**src/rtl/rgb_breath_seq_pkg.sv**
```systemverilog
// Shared types and palette for the RGB breathing colour sequencer.
package rgb_seq_pkg;

    typedef enum logic [1:0] {
        BREATHE = 2'd0,
        BLINK   = 2'd1,
        STEADY  = 2'd2,
        HOLD    = 2'd3
    } mode_e;

    typedef enum logic {
        IDLE = 1'b0,
        RUN  = 1'b1
    } state_e;

    typedef enum logic {
        DIR_UP   = 1'b0,
        DIR_DOWN = 1'b1
    } dir_e;

    function automatic logic [23:0] palette_rgb(input logic [2:0] idx);
        logic [23:0] rgb;
        unique case (idx)
            3'd0:    rgb = 24'hFF0000;  // red
            3'd1:    rgb = 24'hFF6100;  // orange
            3'd2:    rgb = 24'hFFFF00;  // yellow
            3'd3:    rgb = 24'h00FF00;  // green
            3'd4:    rgb = 24'h0000FF;  // blue
            3'd5:    rgb = 24'h7F1FFF;  // purple
            3'd6:    rgb = 24'h00FFFF;  // cyan
            default: rgb = 24'hFFFFFF;  // white
        endcase
        return rgb;
    endfunction

endpackage

```
**src/rtl/rgb_breath_seq_if.sv**
```systemverilog
// Control/status bundle between the button logic and the LED colour sequencer.
interface rgb_breath_seq_if
    import rgb_seq_pkg::*;
#(
    parameter int unsigned BRT_W = 5
);
    logic             tick;
    mode_e            mode;
    logic             pause;
    logic             skip;
    logic [23:0]      color;
    logic [BRT_W-1:0] brightness;
    logic [2:0]       color_idx;
    logic             cycle_done;

    modport master (
        output tick, mode, pause, skip,
        input  color, brightness, color_idx, cycle_done
    );

    modport slave (
        input  tick, mode, pause, skip,
        output color, brightness, color_idx, cycle_done
    );
endinterface

```
**src/rtl/rgb_breath_seq_brtns_gen.sv**
```systemverilog
// Brightness engine: step counter, level and ramp direction; requests a colour
// advance from the top when a breathe/blink/steady period completes.
module rgb_brtns_gen
    import rgb_seq_pkg::*;
#(
    parameter int unsigned BRT_W      = 5,
    parameter int unsigned STEP_CNT_W = 10
) (
    input  logic             clk,
    input  logic             rst,
    input  logic             run,
    input  logic             tick,
    input  logic             pause,
    input  logic             skip,
    input  mode_e            mode,
    output logic [BRT_W-1:0] brightness,
    output logic             advance
);
    localparam logic [BRT_W-1:0] BMAX    = '1;
    localparam logic [BRT_W-1:0] BRT_ONE = BRT_W'(1);

    logic [STEP_CNT_W-1:0] cnt_q, cnt_d;
    logic [BRT_W-1:0]      brt_q, brt_d;
    dir_e                  dir_q, dir_d;
    mode_e                 mode_q, mode_d;
    logic                  mode_chg, step_en, step_done;

    always_comb begin
        cnt_d     = cnt_q;
        brt_d     = brt_q;
        dir_d     = dir_q;
        mode_d    = mode_q;
        advance   = 1'b0;
        // A mode change seen while paused stays pending until pause drops.
        mode_chg  = !pause && (mode != mode_q);
        step_en   = run && tick && !pause && !mode_chg && (mode_q != HOLD);
        step_done = step_en && (cnt_q == '1);
        if (!pause) mode_d = mode;

        if (skip) begin
            cnt_d = '0;
            dir_d = DIR_UP;
            brt_d = (mode_q == BREATHE || mode_q == BLINK) ? '0 : BMAX;
        end else if (run && !pause) begin
            if (mode_chg) begin
                cnt_d = '0;
                dir_d = DIR_UP;
            end else if (step_en) begin
                cnt_d = cnt_q + 1'b1;
            end

            unique case (mode_q)
                BREATHE: begin
                    if (step_done) begin
                        if (dir_q == DIR_UP) begin
                            if (brt_q == BMAX) begin
                                brt_d = BMAX - 1'b1;
                                dir_d = DIR_DOWN;
                            end else begin
                                brt_d = brt_q + 1'b1;
                            end
                        end else if (brt_q == '0) begin
                            brt_d   = BRT_ONE;
                            dir_d   = DIR_UP;
                            advance = 1'b1;
                        end else begin
                            brt_d = brt_q - 1'b1;
                        end
                    end
                end
                BLINK: begin
                    if (step_done) begin
                        if (brt_q != '0) begin
                            brt_d = '0;
                        end else begin
                            brt_d   = BMAX;
                            advance = 1'b1;
                        end
                    end
                end
                default: begin
                    brt_d   = BMAX;
                    advance = step_done;
                end
            endcase
        end
    end

    always_ff @(posedge clk or posedge rst) begin
        if (rst) begin
            cnt_q  <= '0;
            brt_q  <= '0;
            dir_q  <= DIR_UP;
            mode_q <= BREATHE;
        end else begin
            cnt_q  <= cnt_d;
            brt_q  <= brt_d;
            dir_q  <= dir_d;
            mode_q <= mode_d;
        end
    end

    assign brightness = brt_q;
endmodule

```
**src/rtl/rgb_breath_seq.sv**
```systemverilog
// RGB LED colour sequencer top: IDLE/RUN control, palette index, skip
// arbitration, cycle_done pulse and palette decode.
module rgb_breath_seq
    import rgb_seq_pkg::*;
#(
    parameter int unsigned BRT_W      = 5,
    parameter int unsigned STEP_CNT_W = 10,
    parameter int unsigned NUM_COLORS = 6
) (
    input logic             clk,
    input logic             rst,
    rgb_breath_seq_if.slave bus
);
    localparam logic [2:0] LAST_IDX = 3'(NUM_COLORS - 1);

    state_e           state_q, state_d;
    logic [2:0]       idx_q, idx_d;
    logic             cdone_q, cdone_d;
    logic             run, skip_act, advance;
    logic [BRT_W-1:0] brt;

    assign run      = (state_q == RUN);
    assign skip_act = run && bus.skip;

    rgb_brtns_gen #(
        .BRT_W      (BRT_W),
        .STEP_CNT_W (STEP_CNT_W)
    ) u_brtns (
        .clk        (clk),
        .rst        (rst),
        .run        (run),
        .tick       (bus.tick),
        .pause      (bus.pause),
        .skip       (skip_act),
        .mode       (bus.mode),
        .brightness (brt),
        .advance    (advance)
    );

    always_comb begin
        state_d = state_q;
        idx_d   = idx_q;
        cdone_d = 1'b0;
        unique case (state_q)
            IDLE: if (bus.tick || bus.skip) state_d = RUN;
            default: begin
                // The engine suppresses its own advance under skip, so OR-ing
                // the two sources yields at most one step of the index.
                if (skip_act || advance) begin
                    if (idx_q == LAST_IDX) begin
                        idx_d   = '0;
                        cdone_d = 1'b1;
                    end else begin
                        idx_d = idx_q + 3'd1;
                    end
                end
            end
        endcase
    end

    always_ff @(posedge clk or posedge rst) begin
        if (rst) begin
            state_q <= IDLE;
            idx_q   <= '0;
            cdone_q <= 1'b0;
        end else begin
            state_q <= state_d;
            idx_q   <= idx_d;
            cdone_q <= cdone_d;
        end
    end

    assign bus.color      = run ? palette_rgb(idx_q) : '0;
    assign bus.brightness = brt;
    assign bus.color_idx  = idx_q;
    assign bus.cycle_done = cdone_q;
endmodule
```
**src/flat_wrapper.sv**
```systemverilog
// flat-port wrapper written by rule: the top's interface ports become plain ports
module rgb_breath_seq_flat import rgb_seq_pkg::*;
#(
    parameter int unsigned BRT_W      = 5,
    parameter int unsigned STEP_CNT_W = 10,
    parameter int unsigned NUM_COLORS = 6
)
  (clk, rst, bus_tick, bus_mode, bus_pause, bus_skip, bus_color, bus_brightness, bus_color_idx, bus_cycle_done);
  rgb_breath_seq_if #(.BRT_W(BRT_W)) bus_i ();
  input logic clk;
  input logic rst;
  input wire logic [$bits(bus_i.tick)-1:0] bus_tick;
  input wire logic [$bits(bus_i.mode)-1:0] bus_mode;
  input wire logic [$bits(bus_i.pause)-1:0] bus_pause;
  input wire logic [$bits(bus_i.skip)-1:0] bus_skip;
  output wire logic [$bits(bus_i.color)-1:0] bus_color;
  output wire logic [$bits(bus_i.brightness)-1:0] bus_brightness;
  output wire logic [$bits(bus_i.color_idx)-1:0] bus_color_idx;
  output wire logic [$bits(bus_i.cycle_done)-1:0] bus_cycle_done;
  assign bus_i.tick = bus_tick;
  assign bus_i.mode = bus_mode;
  assign bus_i.pause = bus_pause;
  assign bus_i.skip = bus_skip;
  assign bus_color = bus_i.color;
  assign bus_brightness = bus_i.brightness;
  assign bus_color_idx = bus_i.color_idx;
  assign bus_cycle_done = bus_i.cycle_done;
  rgb_breath_seq #(.BRT_W(BRT_W), .STEP_CNT_W(STEP_CNT_W), .NUM_COLORS(NUM_COLORS)) u_core (.clk(clk), .rst(rst), .bus(bus_i));
endmodule
```
**config.mk**
```make
export PLATFORM = sky130hd
export DESIGN_NAME = rgb_breath_seq_flat
export DESIGN_NICKNAME = d
export VERILOG_FILES = /design/src/rtl/rgb_breath_seq_pkg.sv /design/src/rtl/rgb_breath_seq_if.sv /design/src/rtl/rgb_breath_seq_brtns_gen.sv /design/src/rtl/rgb_breath_seq.sv /design/src/flat_wrapper.sv
export SDC_FILE = /design/constraint.sdc
export NUM_CORES = 1
export LEC_CHECK = 0
export ABC_AREA = 1
export BUFFER_PORTS_ARGS = -buffer_cell sky130_fd_sc_hd__buf_2
export CAP_MARGIN = 20
export CORE_UTILIZATION = 45
export CTS_CLUSTER_DIAMETER = 50
export CTS_CLUSTER_SIZE = 24
export DETAILED_ROUTE_END_ITERATION = 12
export PLACE_DENSITY = 0.77
export SETUP_SLACK_MARGIN = 0.1
export SLEW_MARGIN = 20
export SYNTH_ARGS = -nofsm -noshare
export SYNTH_HDL_FRONTEND = slang
export SYNTH_SLANG_ARGS = --single-unit
```
**constraint.sdc**
```tcl
create_clock -name clk -period 2.8 [get_ports clk]
set_input_delay 0.14 -clock clk [delete_from_list [all_inputs] [get_ports clk]]
set_output_delay 0.14 -clock clk [all_outputs]
set_load 0.02 [all_outputs]
```
## Yosys cells after proc, flatten, opt, wreduce, memory -nomap -nowiden

Index checks and enable logic that the tools add are counted.

| storage, ports and cells | value |
|---|---|
| register bits | 23 |
| bits of input ports | 7 |
| output and inout port bits | 33 |

| operators by class | value |
|---|---|
| add/subtract/negate cells | 4 |
| equality and inequality tests | 13 |
| muxes and demuxes | 38 |
| reduce and logical (&&, ||, !) cells | 22 |

Operators with widths:

| cell | number |
|---|---|
| case mux 24 bit (7 select lines) | 1 |
| 2-to-1 mux 5 bit | 9 |
| 2-to-1 mux 10 bit | 4 |
| 2-to-1 mux 24 bit | 1 |
| 2-to-1 mux 1 bit | 20 |
| adder 10 x 1 -> 10 bit (second input constant) | 1 |
| equality test 10 bit (second input constant) | 1 |
| case mux 5 bit (2 select lines) | 1 |
| equality test 3 bit (second input constant) | 3 |
| logical AND 1 bit | 8 |
| equality test 3 x 2 -> 1 bit (second input constant) | 2 |
| != test 3 x 2 -> 1 bit (second input constant) | 2 |
| adder 5 x 1 -> 5 bit (second input constant) | 1 |
| equality test 5 bit (second input constant) | 1 |
| zero test 5 bit | 1 |
| nonzero test 5 bit | 1 |
| subtractor 5 x 1 -> 5 bit (second input constant) | 1 |
| AND reduction 2 bit | 2 |
| adder 3 x 1 -> 3 bit (second input constant) | 1 |
| equality test 3 x 1 -> 1 bit (second input constant) | 1 |
| zero test 3 bit | 1 |
| logical OR 1 bit | 3 |
| 2-to-1 mux 3 bit | 1 |
| AND reduction 3 bit | 1 |
| other kinds (8) | 9 |

## Depth between registers and ports, before layout

| logic depth | value |
|---|---|
| depth after elaboration | 13 |
| depth in mapped cells | 13 |
| mapped depth without buffers | 12 |

## Modules after synthesis

From an unflattened synthesis, not the netlist that was laid out.

| unflattened totals | value |
|---|---|
| cells, all modules | 260 |
| area, all modules | 1,829.3 µm² |

By module, submodules not included:

| module | instances | cells each | area an instance (µm²) |
|---|---|---|---|
| rgb_brtns_gen | 1 | 193 | 1,371.3 |
| rgb_breath_seq | 1 | 67 | 457.9 |

## Worst setup path after synthesis

OpenSTA, ideal clock, no wires.

| path | value |
|---|---|
| path type | flip-flop to output port |
| from | register u_core.idx_q[0] (netlist: u_core.bus.color_idx[0]) |
| to | output port bus_color[17] |
| arrival time | 1.699 ns |
| data required time | 2.660 ns |
| slack | 0.961 ns |
| stages on the path, launching flop included | 4 |
| cell sequence | dfrtp_1 inv_1 o21ai_0 buf_4 |

| between the ends | value |
|---|---|
| cells in the longest elaborated chain, start to end | 3 |
| elaborated cells between the ends (all ways) | 9 |

Ends and longest elaborated chain:

| what | RTL line | RTL |
|---|---|---|
| start, declared | rgb_breath_seq.sv:17 | `logic [2:0] idx_q, idx_d;` |
| start signal, assigned | rgb_breath_seq.sv:68 | `idx_q <= idx_d;` |
| equality test 3 bit (tied with other cells) | rgb_breath_seq_pkg.sv:23 | `unique case (idx)` |
| case mux 24 bit (7 select lines) * | rgb_breath_seq_pkg.sv:23 |  |
| 2-to-1 mux 24 bit * | rgb_breath_seq.sv:73 | `assign bus.color = run ? palette_rgb(idx_q) : '0;` |
| end, declared | flat_wrapper.sv:16 | `output wire logic [$bits(bus_i.color)-1:0] bus_color;` |

Every way passes the cells marked *; elsewhere a longest branch is shown, timed or not.

## Worst setup path in the final report

| path | value |
|---|---|
| from | register u_core.u_brtns.brt_q[0] (netlist: u_core.u_brtns.brightness[0]) |
| to | register u_core.idx_q[2] (netlist: u_core.bus.color_idx[2]) |

| between the ends | value |
|---|---|
| cells in the longest elaborated chain, start to end | 9 |
| elaborated cells between the ends (all ways) | 12 |

Ends and longest elaborated chain:

| what | RTL line | RTL |
|---|---|---|
| start, declared | rgb_breath_seq_brtns_gen.sv:23 | `logic [BRT_W-1:0] brt_q, brt_d;` |
| start signal, assigned | rgb_breath_seq_brtns_gen.sv:97 | `brt_q <= brt_d;` |
| zero test 5 bit | rgb_breath_seq_brtns_gen.sv:62 | `end else if (brt_q == '0) begin` |
| 2-to-1 mux 1 bit | rgb_breath_seq_brtns_gen.sv:62 |  |
| 2-to-1 mux 1 bit | rgb_breath_seq_brtns_gen.sv:55 | `if (dir_q == DIR_UP) begin` |
| 2-to-1 mux 1 bit | rgb_breath_seq_brtns_gen.sv:54 | `if (step_done) begin` |
| case mux 1 bit (2 select lines) * | rgb_breath_seq_brtns_gen.sv:52 | `unique case (mode_q)` |
| 2-to-1 mux 1 bit * | rgb_breath_seq_brtns_gen.sv:44 | `end else if (run && !pause) begin` |
| 2-to-1 mux 1 bit * | rgb_breath_seq_brtns_gen.sv:40 | `if (skip) begin` |
| logical OR 1 bit * | rgb_breath_seq.sv:49 | `if (skip_act \|\| advance) begin` |
| AND reduction 2 bit (no source line) * | - |  |

Marked as above.
A chain may end at the register's enable or synchronous reset.

==> run summary <==
Setup repair after global routing left no endpoint under its margin. The time the worst path needs with I/O delays and setup is 1.730 ns. Routability-driven placement finished with a final weighted congestion of 0.9555. The final layout contains 309 nets. The synthesized design contains 23 register bits.

The setup check on the worst reg-to-reg path leaves a slack of 1.07 ns. After clock tree synthesis, the flow added hold-fix buffers numbering 0. The share of synthesized registers carrying an async set or reset was 1.000. The worst setup path is captured at a register. The final core area utilization was 0.5229. The count of boundary I/O pins is 40, and the first-pass GRT wire length is 6258 um. The post-synthesis instance area is 1834 um2, and the die span in x is 65.85 um.

Buffers added to address setup during post-CTS repair amount to 0. The global routing usage summed across all routing layers was 0.1867. The number of synthesized flops with an enable pin came out at 0. Entering global routing, the biggest net connects 24 pins. The tool flagged a number of max-cap violations equal to 0.

The tools report the via count of the routed design as 1724. For the number of DRC violations after detailed routing, the log shows 0. After detailed routing, the total wire length is 3736 um.

The most common flop cell mapped by yosys was dfrtp_1. Critical path start-end classification: register to register. Number of setup violations in the final report: 0.

The repair_antennas step left the layout with diodes totalling 0. Compared with the post-synthesis result, the final layout area differs by 7.503%. The deepest level of the CTS H-tree was 1; the number of filler instances in the final layout was 395.

The maximum clock rate was 0.5779 GHz; the number of violations reported at the end of detailed-routing iteration 0 was 78. Clock-pin slew of the registers on the worst-case setup and hold paths: 0.09 ns. The data arrival at the endpoint of the critical path came out at 1.89 ns.

Global routing finished with a remaining overflow of 0. In this run the deepest clock path goes through 2 buffers. The number of nets in the synthesized netlist is 287.

Leakage power of the design: 1.065 nW. Worst slew margin relative to its limit: 0.4102. For the count of standard-cell rows, the log shows 22.

The flow ran to the end, and the final reports show no timing, DRC or antenna violations. The logs give 0 for the number of failing hold endpoints at the final stage and 0.4864 for the starting density of the core. The run gives 0 as the number of antenna violations at the first check in global routing.

The count of buffers added on input and output ports is 39. The maximum net fanout on the critical path is 8. Data on the critical path is required at its endpoint by 2.96 ns.

The library cell used most frequently in the layout, excluding fill and tap cells, is nand2_1. The number of clock buffers added by TritonCTS is 3. The root buffer cell chosen for the clock tree is clkbuf_8. The fraction of layout instances using a drive strength above 1 came out at 0.2323. In the layout the commonest cells are 81 x nand2_1, 39 x buf_2, 33 x inv_1.

The final critical-path share of the clock period is 0.6180, and the die boundary height is 65.85 um. VDD sags by at most 0.2233 mV. The number of nets still failing antenna checks after routing was 0; the average footprint of a synthesized cell was 6.646 um2. At the later pin of the worst-skew pair, clock insertion delay measures 0.26 ns. Floorplan die area: 4336 um2. Dividing the detail-routed via count by the number of cells gives 4.997. The core region is 3771 um2.

The transition at the pin with the smallest max-transition slack came out at 0.8837 ns. The first TritonRoute pass finished after 4 iterations. Wire length per cell: 10.83 um.

The number of warnings issued by yosys was 0; the number of sinks on the clock net was 23. TritonCTS built the clock tree. The power density over cell area is 727.0 nW/um2, and the instance count of the mapped netlist is 276.

For the number of max-slew violations in the final report, the log shows 0. The tools report the post-cts gate resize count as 0. Across the routed clock network, the largest skew measured is 0.004852 ns. The tools report the part of the Yosys area used for sequential elements as 0.3138. The class of the most critical hold timing path was input pin to asynchronous set/reset pin.

For the via count of the first global-routing pass, the log shows 1454. The netlist uses 29 different library cells. The final total negative setup slack is 0 ns.

The worst setup path is launched from a register. The run gives 2893 um as the placed wire-length estimate after detailed placement.
-- power by group --
group | switching [mW] | internal (mW) | total [mW]
registers | 0.0595 | 0.366 | 0.425
logic | 0.552 | 0.248 | 0.800
clock network | 0.109 | 0.0992 | 0.209
-- layer usage --
layer | share of wire | vias to the layer above | GRT usage
li1 | - | 895 | -
met1 | 0.48 | 758 | 0.2606
met2 | 0.44 | 65 | 0.3036
met3 | 0.067 | 6 | 0.02241
met4 | 0.012 | 0 | 0.04891
met5 | 0 | - | 0
-- area by class of cell --
| type | instances | area, um2 | share of cell area |
|---|---|---|---|
| multi-input combinational | 190 | 939.7 | 0.4765 |
| sequential | 23 | 575.6 | 0.2919 |
| timing repair buffer | 39 | 195.2 | 0.09898 |
| inverter | 41 | 155.1 | 0.07868 |
| tap | 48 | 60.06 | 0.03046 |
| clock buffer | 3 | 41.29 | 0.02094 |
| clock inverter | 1 | 5.005 | 0.002538 |
-- logic make-up after synthesis --
family / Yosys count / synth area share
compound gates: 33 / 0.1030
flops: 23 / 0.3138
buf+inv: 63 / 0.1739
fa+ha+maj: 4 / 0.02729
xor+xnor: 4 / 0.01910
simple gates: 149 / 0.3629
-- per-stage QoR --
stage / cells / hold WS, ns / area, um2 / power (mW) / setup WS (ns)
2_1_floorplan: 276 / 0.1419 / 1834 / 1.167 / 0.9609
3_3_place_gp: 341 / 0.3635 / 1926 / 1.227 / 1.073
3_5_place_dp: 341 / 0.3714 / 1926 / 1.235 / 1.089
4_1_cts: 345 / 0.09249 / 1972 / 1.444 / 1.072
5_1_grt: 345 / 0.1133 / 1972 / 1.552 / 0.8665
6_report: 345 / 0.04856 / 1972 / 1.434 / 1.070
-- path summary, 6_finish.rpt --
path	from	end	cells after the start
max in group asynchronous	rst	u_core.run	2
max	u_core.u_brtns.brightness[0]	u_core.bus.color_idx[2]	8
min	rst	u_core.bus.color_idx[0]	2
min reg2reg	u_core.u_brtns.cnt_q[9]	u_core.u_brtns.cnt_q[9]	2
min in group clk	bus_tick	u_core.run	3
max reg2reg	u_core.u_brtns.brightness[0]	u_core.bus.color_idx[2]	8
-- flip-flops by register name, summed over array words and instances (netlist names) --
| signal | count |
|---|---|
| u_core.u_brtns.cnt_q | 10 |
| u_core.u_brtns.brightness | 5 |
| u_core.bus.color_idx | 3 |
| u_core.u_brtns.mode_q | 2 |
| u_core.bus.cycle_done | 1 |
| u_core.run | 1 |
| u_core.u_brtns.dir_q | 1 |
-- synth_stat cells, types with 2 or more instances --
cell     number  area share
buf_6         2       0.012
nand3_1      22       0.060
inv_1        33       0.068
inv_2         7       0.014
xor2_1        3       0.014
ha_1          4       0.027
nor2_4        2       0.012
nand2_2       9       0.031
o21ai_1       5       0.014
nor2_1       19       0.039
a21oi_1      13       0.035
nand4_1       6       0.020
buf_2         2      0.0055
buf_4        17       0.070
dfrtp_1      23        0.31
nor3_1        6       0.016
nand2_1      81        0.17
o21ai_0      11       0.030
-- worst max-delay path, stage by stage (launching register included) --
cell and delay [ns]:
dfrtp_1 0.47, inv_1 0.11, ha_1 0.27, nand3_1 0.22, nor2_1 0.09, o21ai_2 0.22, nand2_1 0.13, nand2_1 0.08
nand2_1 0.05
Power figures use the tool's default switching activity.
